## src/rtl/hs_tx_bridge.sv

```systemverilog
// Bridge from a clocked valid/ready source to a 4-phase bundled-data micropipeline stage.
// Words are queued in a small FIFO and issued one per handshake; ack_in is synchronised before use.
module hs_tx_bridge #(
    parameter int DATA_W      = 2,
    parameter int DEPTH       = 4,
    parameter int SYNC_STAGES = 2
) (
    input  logic                     clk,
    input  logic                     rst,
    input  logic                     in_valid,
    output logic                     in_ready,
    input  logic [DATA_W-1:0]        in_data,
    output logic                     req_out,
    input  logic                     ack_in,
    output logic [DATA_W-1:0]        data_out,
    output logic [$clog2(DEPTH):0]   fifo_count,
    output logic                     busy
);

    localparam int PTR_W = $clog2(DEPTH);
    localparam int CNT_W = $clog2(DEPTH) + 1;

    typedef enum logic [1:0] {
        IDLE    = 2'd0,
        SETUP   = 2'd1,
        REQ     = 2'd2,
        RELEASE = 2'd3
    } state_t;

    state_t                   state_q, state_d;
    logic [DATA_W-1:0]        mem_q [DEPTH];
    logic [PTR_W-1:0]         wr_ptr_q, wr_ptr_d;
    logic [PTR_W-1:0]         rd_ptr_q, rd_ptr_d;
    logic [CNT_W-1:0]         count_q, count_d;
    logic [SYNC_STAGES-1:0]   ack_sync_q;
    logic                     req_q, req_d;
    logic [DATA_W-1:0]        data_q, data_d;
    logic                     ack_s;
    logic                     push;
    logic                     pop;

    assign ack_s      = ack_sync_q[SYNC_STAGES-1];
    assign in_ready   = (count_q != CNT_W'(DEPTH));
    assign push       = in_valid & in_ready;
    assign req_out    = req_q;
    assign data_out   = data_q;
    assign fifo_count = count_q;
    assign busy       = (state_q != IDLE);

    // ack_in is asynchronous to clk; only the last flop of this chain feeds the FSM.
    always_ff @(posedge clk) begin
        if (rst) begin
            ack_sync_q <= '0;
        end else begin
            ack_sync_q <= {ack_sync_q[SYNC_STAGES-2:0], ack_in};
        end
    end

    always_ff @(posedge clk) begin
        if (push) begin
            mem_q[wr_ptr_q] <= in_data;
        end
    end

    always_comb begin
        state_d = state_q;
        pop     = 1'b0;
        case (state_q)
            IDLE: begin
                if (count_q != '0) begin
                    pop     = 1'b1;
                    state_d = SETUP;
                end
            end
            // Holding here while ack_s is high rejects a stale acknowledge.
            SETUP: begin
                if (!ack_s) begin
                    state_d = REQ;
                end
            end
            REQ: begin
                if (ack_s) begin
                    state_d = RELEASE;
                end
            end
            RELEASE: begin
                if (!ack_s) begin
                    state_d = IDLE;
                end
            end
            default: state_d = IDLE;
        endcase
    end

    always_comb begin
        wr_ptr_d = wr_ptr_q;
        rd_ptr_d = rd_ptr_q;
        count_d  = count_q;
        data_d   = data_q;
        req_d    = (state_d == REQ);
        if (push) begin
            wr_ptr_d = wr_ptr_q + 1'b1;
        end
        if (pop) begin
            rd_ptr_d = rd_ptr_q + 1'b1;
            data_d   = mem_q[rd_ptr_q];
        end
        case ({push, pop})
            2'b10:   count_d = count_q + 1'b1;
            2'b01:   count_d = count_q - 1'b1;
            default: count_d = count_q;
        endcase
    end

    always_ff @(posedge clk) begin
        if (rst) begin
            state_q  <= IDLE;
            wr_ptr_q <= '0;
            rd_ptr_q <= '0;
            count_q  <= '0;
            req_q    <= 1'b0;
            data_q   <= '0;
        end else begin
            state_q  <= state_d;
            wr_ptr_q <= wr_ptr_d;
            rd_ptr_q <= rd_ptr_d;
            count_q  <= count_d;
            req_q    <= req_d;
            data_q   <= data_d;
        end
    end

endmodule

```

## config.mk

```make
export PLATFORM = sky130hd
export DESIGN_NAME = hs_tx_bridge
export DESIGN_NICKNAME = d
export VERILOG_FILES = /design/src/rtl/hs_tx_bridge.sv
export SDC_FILE = /design/constraint.sdc
export NUM_CORES = 1
export LEC_CHECK = 0
export BUFFER_PORTS_ARGS = -buffer_cell sky130_fd_sc_hd__buf_4
export CORE_MARGIN = 2
export CORE_UTILIZATION = 50
export DETAILED_ROUTE_END_ITERATION = 6
export MAX_ROUTING_LAYER = met4
export PLACE_DENSITY = 0.8
export REMOVE_ABC_BUFFERS = 1
export SLEW_MARGIN = 30
export SYNTH_ARGS = -nofsm -noshare
export SYNTH_HDL_FRONTEND = slang
export SYNTH_SLANG_ARGS = --single-unit
```

## constraint.sdc

```tcl
create_clock -name clk -period 4.3 [get_ports clk]
set_input_delay 0.215 -clock clk [delete_from_list [all_inputs] [get_ports clk]]
set_output_delay 0.215 -clock clk [all_outputs]
set_load 0.02 [all_outputs]
```

==> impl_metrics.env <==
export IMPL_status="completed"
export IMPL_ys_seq_area_share_pct=53.54
export IMPL_finalWirelength_um=1468
export IMPL_yosysUniqueCellTypes=29
export IMPL_clkSinkCount=22
export IMPL_fin_nets=110
export IMPL_placementRows=15
export IMPL_vdd_drop_max_mv=0.2831
export IMPL_synth_edff_count=8
export IMPL_first_pass_iters=3
export IMPL_hold_buffers=0
export IMPL_hold_viol=0
export IMPL_syn_area_um2=972.2
export IMPL_synth_commonest_cells="dfxtp_1 (14), edfxtp_1 (8), a21oi_1 (6), ha_1 (5), inv_1 (5)"
export IMPL_fin_worst_skew_ns=0.007046
export IMPL_setup_violations_final=0
export IMPL_gp_congestion=0.8205
export IMPL_maxCapViolCount=0
export IMPL_clkPwrFrac_pct=14.3
export IMPL_yosys_top_cells_area="dfxtp_1 (29%), edfxtp_1 (25%), ha_1 (6.4%)"
export IMPL_num_vias=626
export IMPL_power_frac_comb_pct=44.8
export IMPL_clk_pin_slew_worst_paths_ns=0.12
export IMPL_crit_path_end_kind="register"
export IMPL_cts_made_buffers=3
export IMPL_core_um2=1783
export IMPL_power_switching_w=0.0002859
export IMPL_slew_headroom_pct=77.54
export IMPL_min_path_type="in -> reg"
export IMPL_cts_setup_buffers=0
export IMPL_clk_latency_ns=0.30
export IMPL_grt_pass1_wl_um=2290
export IMPL_start_kind="register"
export IMPL_track_usage_pct=14.90
export IMPL_root_buffer="clkbuf_4"
export IMPL_finish_utilization_pct=62.74
export IMPL_die_h_um=48.10
export IMPL_cp_max_fo=6
export IMPL_die_w_um=48.10
export IMPL_synth_most_common_cell="dfxtp_1"
export IMPL_numPortBuffers=13
export IMPL_switching_share_pct=37.38
export IMPL_nFillCells=147
export IMPL_crit_type="reg -> reg"
export IMPL_ys_flop_type="dfxtp_1"
export IMPL_vias_per_cell=5.131
export IMPL_crit_required_ns=4.54
export IMPL_fin_ws_ns=1.960
export IMPL_ys_ff_latch=22
export IMPL_route_detailed_drc=0
export IMPL_netlist_instances=83
export IMPL_fin_crit_ns=2.340
export IMPL_fin_tns_setup_ns=0
export IMPL_drt_initial_drc_count=6
export IMPL_die_area_um2=2313
export IMPL_ys_async_sr_fraction_pct=0
export IMPL_grt_max_degree=16
export IMPL_pre_cts_ws_ns=1.994
export IMPL_clockBufferDepth=2
export IMPL_post_route_period_util_pct=54.43
export IMPL_p_seq_share_pct=40.9
export IMPL_arrival_ns=2.58
export IMPL_ant_nets=0
export IMPL_cts_resized=0
export IMPL_maxSlewViolCount=0
export IMPL_avgSynthCellArea_um2=11.71
export IMPL_grt_pass1_vias=532
export IMPL_start_util_pct=54.53
export IMPL_area_delta_synth_final_pct=15.06
export IMPL_antenna_cells=0
export IMPL_internal_power_w=0.0004789
export IMPL_gr_total_overflow=0
export IMPL_ys_warn_count=0
export IMPL_rsz0062_at_grt="false"
export IMPL_synth_top_cell_area_share_pct=28.83
export IMPL_antenna_found_initial=0
export IMPL_io_pins=14
export IMPL_powerDensity_nw_per_um2=683.7
export IMPL_drive_above_1_share_pct=28.87
export IMPL_cts_htree_levels=1
export IMPL_tightest_slew_ns=0.3344
export IMPL_power_leakage_nw=0.4559
export IMPL_fmax_mhz=427.3
export IMPL_routedWlPerCell_um=12.03
export IMPL_synth_top_area_cell="dfxtp_1"
export IMPL_cts_tree="built"
-- placed cells by master (no fill, tap or decap), types with 2 or more instances in the layout --
cell	instances
mux4_2	2
a21oi_1	6
o21ai_0	4
nand2_1	3
a21o_1	2
nor2b_1	3
nor3_1	2
ha_1	5
inv_1	5
and3_2	4
xnor2_1	3
nor2_1	4
buf_4	13
nand3_1	4
dfxtp_1	14
clkbuf_4	3
edfxtp_1	8
-- layout make-up --
cell class | count | area, um2 | area share (%)
clock buffers | 4 | 36.28 | 3.244
repair buffers | 13 | 97.59 | 8.725
well taps | 25 | 31.28 | 2.796
flip-flops and latches | 22 | 520.5 | 46.53
inverters | 5 | 18.77 | 1.678
multi-input cells | 53 | 414.1 | 37.02
-- power by group through the flow --
stage / sequential [W] / clock (W) / combinational, W
2_1_floorplan: 0.000338 / 0 / 0.000219
3_3_place_gp: 0.000315 / 0 / 0.000334
3_5_place_dp: 0.000318 / 0 / 0.000342
4_1_cts: 0.000313 / 0.000115 / 0.000345
5_1_grt: 0.000320 / 0.000122 / 0.000378
6_report: 0.000313 / 0.000109 / 0.000343
-- per-stage QoR --
stage	power, W	hold WS (ns)	area (um2)	std cells
final	0.0007648	0.1174	1119	122
after floorplan	0.0005573	0.2774	953.4	80
after CTS	0.0007727	0.1052	1119	122
after global routing	0.0008198	0.09901	1119	122
after global placement	0.0006486	0.4162	1082	118
after detailed placement	0.0006601	0.4274	1082	118
-- metal layers --
metal	routed length [um]	part of all wire [%]	up-vias	global-route usage (%)
li1	-	-	320	-
met1	698	48	295	18.66
met2	713	49	11	24.00
met3	55	3.7	0	3.333
met4	0	0	0	4.865
met5	0	0	-	-
-- worst max-delay path, cell delays in order (launching register included) --
cell	delay, ns
dfxtp_1	0.40
or3_4	0.43
nand2_1	0.10
inv_1	0.06
ha_1	0.21
fa_1	0.39
xnor2_1	0.14
or3_2	0.40
a21oi_1	0.14
-- worst paths after layout --
kind                         startpoint                          to  slack, ns  depth (start not counted)
min                          in_data[0]       mem_q[0][0]$_DFFE_PP_       0.12                          1
min reg2reg    ack_sync_q[1]$_SDFF_PP0_          req_out$_SDFF_PP0_       0.46                          1
max reg2reg  fifo_count[0]$_SDFFE_PP0P_  fifo_count[2]$_SDFFE_PP0P_       1.96                          8
max          fifo_count[0]$_SDFFE_PP0P_  fifo_count[2]$_SDFFE_PP0P_       1.96                          8
-- flip-flops by register name (all words and copies together), names as in the netlist --
register    flops
ack_sync_q      2
data_out        2
fifo_count      3
mem_q           8
rd_ptr_q        2
req_out         1
state_q         2
wr_ptr_q        2
-- kinds of logic (layout without fill, tap and decap cells) --
kind of cell / after synthesis / in the layout / share of synthesized area [%]
DFF: 22 / 22 / 53.54
xor gates and xnor gates: 4 / 4 / 3.604
adders and majority gates: 6 / 6 / 8.494
AOI/OAI and AO/OA: 15 / 15 / 9.395
buffers and inverters: 8 / 22 / 3.860
and+or+nand+nor: 25 / 25 / 15.44
muxes: 3 / 3 / 5.663
No activity file was read; power rests on OpenSTA's default activity.
